<file path="config.mk">
export PLATFORM = sky130hd
export DESIGN_NAME = vip_bit_bounding_box
export DESIGN_NICKNAME = d
export VERILOG_FILES = /design/src/rtl/vip_pkg.sv /design/src/rtl/vip_pixel_coord_counter.sv /design/src/rtl/vip_bit_bounding_box.sv
export SDC_FILE = /design/constraint.sdc
export NUM_CORES = 1
export LEC_CHECK = 0
export ABC_AREA = 1
export CAP_MARGIN = 20
export CELL_PAD_IN_SITES_DETAIL_PLACEMENT = 1
export CELL_PAD_IN_SITES_GLOBAL_PLACEMENT = 1
export CORE_MARGIN = 3
export CORE_UTILIZATION = 30
export DETAILED_ROUTE_END_ITERATION = 12
export PLACE_DENSITY_LB_ADDON = 0.1
export SLEW_MARGIN = 10
export SYNTH_ARGS = -nofsm -noshare
export SYNTH_HDL_FRONTEND = slang
export SYNTH_HIERARCHICAL = 1
export SYNTH_SLANG_ARGS = --single-unit
</file>
<file path="constraint.sdc">
create_clock -name clk -period 2.7 [get_ports clk]
set_input_delay 0.54 -clock clk [delete_from_list [all_inputs] [get_ports clk]]
set_output_delay 0.54 -clock clk [all_outputs]
set_load 0.02 [all_outputs]
</file>
<file path="src/rtl/vip_pkg.sv">
// Shared definitions for the 1-bit video processing pipeline stages.
package vip_pkg;

    localparam int unsigned VIP_COORD_W  = 10;
    localparam int unsigned VIP_PIXCNT_W = 19;

    typedef enum logic [1:0] {
        ST_IDLE   = 2'd0,
        ST_ACTIVE = 2'd1,
        ST_REPORT = 2'd2
    } vip_state_e;

    // End-of-frame bounding-box report payload.
    typedef struct packed {
        logic                    found;
        logic [VIP_COORD_W-1:0]  xmin;
        logic [VIP_COORD_W-1:0]  xmax;
        logic [VIP_COORD_W-1:0]  ymin;
        logic [VIP_COORD_W-1:0]  ymax;
        logic [VIP_PIXCNT_W-1:0] pixels;
    } vip_box_t;

    function automatic logic [VIP_COORD_W-1:0] vip_min(
        input logic [VIP_COORD_W-1:0] a,
        input logic [VIP_COORD_W-1:0] b
    );
        return (a < b) ? a : b;
    endfunction

    function automatic logic [VIP_COORD_W-1:0] vip_max(
        input logic [VIP_COORD_W-1:0] a,
        input logic [VIP_COORD_W-1:0] b
    );
        return (a > b) ? a : b;
    endfunction

endpackage

</file>
<file path="src/rtl/vip_pixel_coord_counter.sv">
// Pixel coordinate tracker: vsync/href edge detection plus saturating x/y counters.
module vip_pixel_coord_counter
    import vip_pkg::*;
#(
    parameter logic [VIP_COORD_W-1:0] IMG_HDISP = 10'd640,
    parameter logic [VIP_COORD_W-1:0] IMG_VDISP = 10'd480
) (
    input  logic                   clk,
    input  logic                   rst,
    input  logic                   vsync,
    input  logic                   href,
    input  logic                   clken,
    input  logic                   clr,
    output logic [VIP_COORD_W-1:0] x_cnt,
    output logic [VIP_COORD_W-1:0] y_cnt,
    output logic                   pix_en,
    output logic                   frame_start,
    output logic                   frame_end
);

    localparam logic [VIP_COORD_W-1:0] X_LAST = IMG_HDISP - VIP_COORD_W'(1);
    localparam logic [VIP_COORD_W-1:0] Y_LAST = IMG_VDISP - VIP_COORD_W'(1);

    logic vsync_r;
    logic href_r;
    logic x_ovf;
    logic y_ovf;
    logic href_fall;

    assign frame_start = vsync & ~vsync_r;
    assign frame_end   = ~vsync & vsync_r;
    assign href_fall   = ~href & href_r;
    // vsync gates the frame, so a pixel sampled with vsync already low is dropped.
    assign pix_en      = vsync & href & clken & ~x_ovf & ~y_ovf;

    // Edge-detect registers; vsync_r resets high so an in-progress frame is never started.
    always_ff @(posedge clk) begin
        if (rst) begin
            vsync_r <= 1'b1;
            href_r  <= 1'b0;
        end else begin
            vsync_r <= vsync;
            href_r  <= href;
        end
    end

    // Column counter; x_ovf marks that the last column was consumed this line.
    always_ff @(posedge clk) begin
        if (rst || !href) begin
            x_cnt <= '0;
            x_ovf <= 1'b0;
        end else if (clken) begin
            if (x_cnt == X_LAST) begin
                x_ovf <= 1'b1;
            end else begin
                x_cnt <= x_cnt + VIP_COORD_W'(1);
            end
        end
    end

    // Row counter; y_ovf marks that the last row has ended this frame.
    always_ff @(posedge clk) begin
        if (rst || clr) begin
            y_cnt <= '0;
            y_ovf <= 1'b0;
        end else if (href_fall) begin
            if (y_cnt == Y_LAST) begin
                y_ovf <= 1'b1;
            end else begin
                y_cnt <= y_cnt + VIP_COORD_W'(1);
            end
        end
    end

endmodule

</file>
<file path="src/rtl/vip_bit_bounding_box.sv">
// Per-frame bounding box and set-pixel count of a 1-bit video stream.
module vip_bit_bounding_box
    import vip_pkg::*;
#(
    parameter logic [VIP_COORD_W-1:0]  IMG_HDISP  = 10'd640,
    parameter logic [VIP_COORD_W-1:0]  IMG_VDISP  = 10'd480,
    parameter logic [VIP_PIXCNT_W-1:0] MIN_PIXELS = 19'd64
) (
    input  logic                    clk,
    input  logic                    rst,
    input  logic                    per_frame_vsync,
    input  logic                    per_frame_href,
    input  logic                    per_frame_clken,
    input  logic                    per_img_Bit,
    output logic                    box_valid,
    output logic                    box_found,
    output logic [VIP_COORD_W-1:0]  box_xmin,
    output logic [VIP_COORD_W-1:0]  box_xmax,
    output logic [VIP_COORD_W-1:0]  box_ymin,
    output logic [VIP_COORD_W-1:0]  box_ymax,
    output logic [VIP_PIXCNT_W-1:0] box_pixels
);

    localparam logic [VIP_COORD_W-1:0]  COORD_INIT_MIN = {VIP_COORD_W{1'b1}};
    localparam logic [VIP_PIXCNT_W-1:0] COUNT_SAT      = {VIP_PIXCNT_W{1'b1}};

    vip_state_e state;
    vip_state_e state_next;

    logic [VIP_COORD_W-1:0]  x_cnt;
    logic [VIP_COORD_W-1:0]  y_cnt;
    logic                    pix_en;
    logic                    frame_start;
    logic                    frame_end;
    logic                    accept;

    logic [VIP_COORD_W-1:0]  xmin;
    logic [VIP_COORD_W-1:0]  xmax;
    logic [VIP_COORD_W-1:0]  ymin;
    logic [VIP_COORD_W-1:0]  ymax;
    logic [VIP_PIXCNT_W-1:0] count;

    vip_box_t report_c;
    vip_box_t box_q;

    vip_pixel_coord_counter #(
        .IMG_HDISP (IMG_HDISP),
        .IMG_VDISP (IMG_VDISP)
    ) u_coord (
        .clk         (clk),
        .rst         (rst),
        .vsync       (per_frame_vsync),
        .href        (per_frame_href),
        .clken       (per_frame_clken),
        .clr         (state == ST_IDLE),
        .x_cnt       (x_cnt),
        .y_cnt       (y_cnt),
        .pix_en      (pix_en),
        .frame_start (frame_start),
        .frame_end   (frame_end)
    );

    assign accept = (state == ST_ACTIVE) && pix_en && per_img_Bit;

    // State register.
    always_ff @(posedge clk) begin
        if (rst) begin
            state <= ST_IDLE;
        end else begin
            state <= state_next;
        end
    end

    // Next-state logic: a frame spans one vsync rise to the following fall.
    always_comb begin
        state_next = state;
        case (state)
            ST_IDLE:   if (frame_start) state_next = ST_ACTIVE;
            ST_ACTIVE: if (frame_end)   state_next = ST_REPORT;
            ST_REPORT: state_next = ST_IDLE;
            default:   state_next = ST_IDLE;
        endcase
    end

    // Min/max/count accumulators, re-armed on frame start.
    always_ff @(posedge clk) begin
        if (rst || (state == ST_IDLE && frame_start)) begin
            xmin  <= COORD_INIT_MIN;
            xmax  <= '0;
            ymin  <= COORD_INIT_MIN;
            ymax  <= '0;
            count <= '0;
        end else if (accept) begin
            xmin <= vip_min(xmin, x_cnt);
            xmax <= vip_max(xmax, x_cnt);
            ymin <= vip_min(ymin, y_cnt);
            ymax <= vip_max(ymax, y_cnt);
            if (count != COUNT_SAT) begin
                count <= count + VIP_PIXCNT_W'(1);
            end
        end
    end

    // Report payload; coordinates are zeroed when too few pixels were seen.
    always_comb begin
        report_c        = '0;
        report_c.pixels = count;
        if (count >= MIN_PIXELS) begin
            report_c.found = 1'b1;
            report_c.xmin  = xmin;
            report_c.xmax  = xmax;
            report_c.ymin  = ymin;
            report_c.ymax  = ymax;
        end
    end

    // Output registers, loaded once per frame and held until the next report.
    always_ff @(posedge clk) begin
        if (rst) begin
            box_valid <= 1'b0;
            box_q     <= '0;
        end else begin
            box_valid <= (state == ST_REPORT);
            if (state == ST_REPORT) begin
                box_q <= report_c;
            end
        end
    end

    assign box_found  = box_q.found;
    assign box_xmin   = box_q.xmin;
    assign box_xmax   = box_q.xmax;
    assign box_ymin   = box_q.ymin;
    assign box_ymax   = box_q.ymax;
    assign box_pixels = box_q.pixels;

endmodule
</file>
==> summary.md <==
| Metric | Value |
|---|---|
| Post-route ant nets | 0 |
| Maxcap violations | 0 |
| First-pass GRT wire length | 34.7 mm |
| DIE AREA | 25700 sq um |
| Iteration-0 DRC Markers | 252 |
| CP arrival | 2490 ps |
| Total GRT Usage | 0.164 |
| Crit start category | flop |
| GRT overflow | 0 |
| Status | finished clean |
| Count of pins over their slew limit | 0 |
| Placer Congestion | 0.751 |
| Placed Cells | 1349 |
| Vias in the first global route | 6676 |
| Drt total wl | 20.5 mm |
| Worst Tran Pin Value | 954 ps |
| DP Worst Slack | 146 ps |
| Gr busiest metal | met2 |
| Post-layout min period | 2180 ps |
| Avg Cell Area, Syn | 7.22 sq um |
| FF/Latch Area | 2920 sq um |
| DRC viols | 0 |
| Slew margin rel. | 0.363 |
| Met1 GRT Util | 0.214 |
| Buf+Inv Stages, Crit Path | 2 |
| Top delay family on crit path | simple AND/OR/NAND/NOR gates |
| Worst vdd ir | 0.292 mV |
| Post-Synthesis Cells | 988 |
| Leakage | 3.28 nW |
| Cell taking the most area after synthesis | dfxtp_1 |
| PwrDens | 551 nW/um^2 |
| Syn Std Cell Area | 7140 sq um |
| Netlist cell types | 34 |
| Total Neg Setup Slack | 0 ps |
| Final Net Count | 1103 |
| CTS H-tree depth | 4 |
| Post-Syn Nets | 1036 |
| Largest fanout on the critical path | 20 |
| Post-route insts no fill | 1380 |
| Met3 GRT Util | 0.0306 |
| Crit-path cells | inv_1, ha_1, nand2_1, inv_1, nand2_1, nand2_1, nand2_1, nand3_1, nand2_1, nand3_1, nand2_1, nor2_1 |
| Hold Vio Cnt, Final | 0 |
| WS Path Type | flop to flop |
| Setup violators final | 0 |
| Fill count | 2843 |
| Initial antenna violation count | 0 |
| Post-synth top flop | dfxtp_1 |
| Number of buffers created by CTS | 17 |
| Area delta synth->final | 23.6% |
| Slowest-stage cell, CP | nand2_1 |
| Worst path required time | 3010 ps |
| Detailed-router iteration count before antenna repair | 4 |
| Period utilisation layout | 0.808 |
| Largest net degree at the start of global routing | 70 |
| Vias/cell | 4.74 |
| Post-CTS setup repair buffer count | 0 |
| Share of cells above drive strength 1 | 0.0881 |
| Multi-input gate area | 3710 sq um |
| RSZ-0062 raised after global routing | no |
| Finished Cell Area | 8820 sq um |
| Post-synthesis sequential area ratio | 0.410 |
| Via count | 6535 |
| F_max | 0.459 GHz |
| Clock Latency Late Sink | 430 ps |
| Post-CTS Resized | 0 |
| Root Driver | clkbuf_16 |
| Synth area leaders | dfxtp_1 41%, nand2_1 13%, nand3_1 9.6% |
| CORE AREA | 23000 sq um |
| Final Skew | 10.6 ps |
| CTS tree | built |
| Clock transition at path regs | 60 ps |
| Seq cells post-synth | 146 |
| Met2 Track Usage GR | 0.278 |
| Width of the die | 160 um |
| Asr flop ratio synth | 0 |
| Die Span Y | 160 um |
| EDFF count, synth | 0 |
| Final core utilization | 0.384 |
| Hold Buf Count CTS | 0 |
| Longest Clk Path Bufs | 2 |
| Boundary Pins | 67 |
| Crit-path max cell delay | 490 ps |
| Yosys top cell area share | 0.410 |
| WL per Instance | 14.8 um |
| Port bufs | 66 |
| Crit path top cell by count | nand2_1 |
| Rows | 55 |
| Final HPWL DP | 14.7 mm |
| CTS Sinks | 146 |
| Yosys warns | 6 |
| Antenna cells | 0 |
| Worst setup margin | 520 ps |
| Crit. End Element | flop |
| Initial core utilization | 0.311 |
| Placement Cell Area | 8200 sq um |
| Hold WC Path Type | flop to flop |
[area by class of cell]
cell class | count | area share
clock buffers | 19 | 0.0502
clock inverters | 12 | 0.0207
inverters | 80 | 0.0340
multi-input cells | 717 | 0.421
flip-flops and latches | 146 | 0.331
well taps | 313 | 0.0444
repair buffers | 93 | 0.0987
[stage by stage]
step	total power [mW]	hold WS [ps]
2_1_floorplan	2.32	438
3_3_place_gp	2.37	449
4_1_cts	4.95	465
5_1_grt	5.06	485
3_5_place_dp	2.38	455
6_report	4.86	461
[cell usage after synthesis, types with 9 or more instances]
cell type	instances
a21oi_1	103
clkbuf_1	25
nand3_1	137
nor2_1	101
ha_1	42
a21oi_2	10
nand2_1	247
buf_2	14
inv_1	73
a211oi_1	9
dfxtp_1	146
xor2_1	11
[metal layers]
| layer | share of wire | up-vias |
|---|---|---|
| met5 | 0 | - |
| met4 | 0.011 | 0 |
| met3 | 0.024 | 18 |
| met2 | 0.47 | 67 |
| met1 | 0.49 | 3077 |
| li1 | - | 3373 |
[state kept, by name, indices dropped and copies added, names as in the netlist]
signal / count
xmin: 10
box_valid: 1
box_ymin: 10
box_pixels: 19
state: 2
u_coord/x_ovf: 1
u_coord/href_r: 1
u_coord/vsync_r: 1
box_ymax: 10
u_coord/x_cnt: 10
count: 19
box_xmin: 10
ymax: 10
ymin: 10
box_found: 1
u_coord/y_cnt: 10
box_xmax: 10
u_coord/y_ovf: 1
xmax: 10
[path summary, 6_finish.rpt]
kind,start,slack (ps),end,depth (start not counted)
worst max register to register,u_coord/y_cnt[4],520,ymax[7],12
worst max-delay path,u_coord/y_cnt[4],520,ymax[7],12
worst min-delay path,box_pixels[3],460,box_pixels[3],2
worst min register to register,box_pixels[3],460,box_pixels[3],2
[cell families after synthesis]
family,share of synthesized area
fa+ha+maj,0.0736
simple gates,0.317
compound gates,0.105
buf+inv,0.0731
xor+xnor,0.0221
flops,0.410
[report_power, final]
group / internal [mW] / switching [mW]
logic: 0.0425 / 0.112
clock network: 1.57 / 0.968
registers: 2.16 / 0.00704
total: 3.78 / 1.09
[tightest hold or removal path: stages, from the launching register on]
cell,delay (ps)
dfxtp_1,310
nand2_1,60
a21oi_1,50
[cells in the final DEF, fill, tap and decap left out, drive strengths merged]
| cell | n |
|---|---|
| xnor2 | 7 |
| nor3 | 6 |
| bufinv | 4 |
| nand2 | 257 |
| nor4 | 1 |
| clkinvlp | 3 |
| buf | 28 |
| a211oi | 9 |
| or2 | 1 |
| ha | 42 |
| nand3b | 3 |
| nor2 | 107 |
| clkinv | 5 |
| inv | 80 |
| o21a | 3 |
| clkbuf | 19 |
| a41oi | 1 |
| nand4 | 9 |
| xor2 | 11 |
| nand3 | 138 |
| o21ai | 9 |
| clkdlybuf4s50 | 65 |
| dfxtp | 146 |
| a21oi | 113 |
Power figures use the tool's default switching activity.
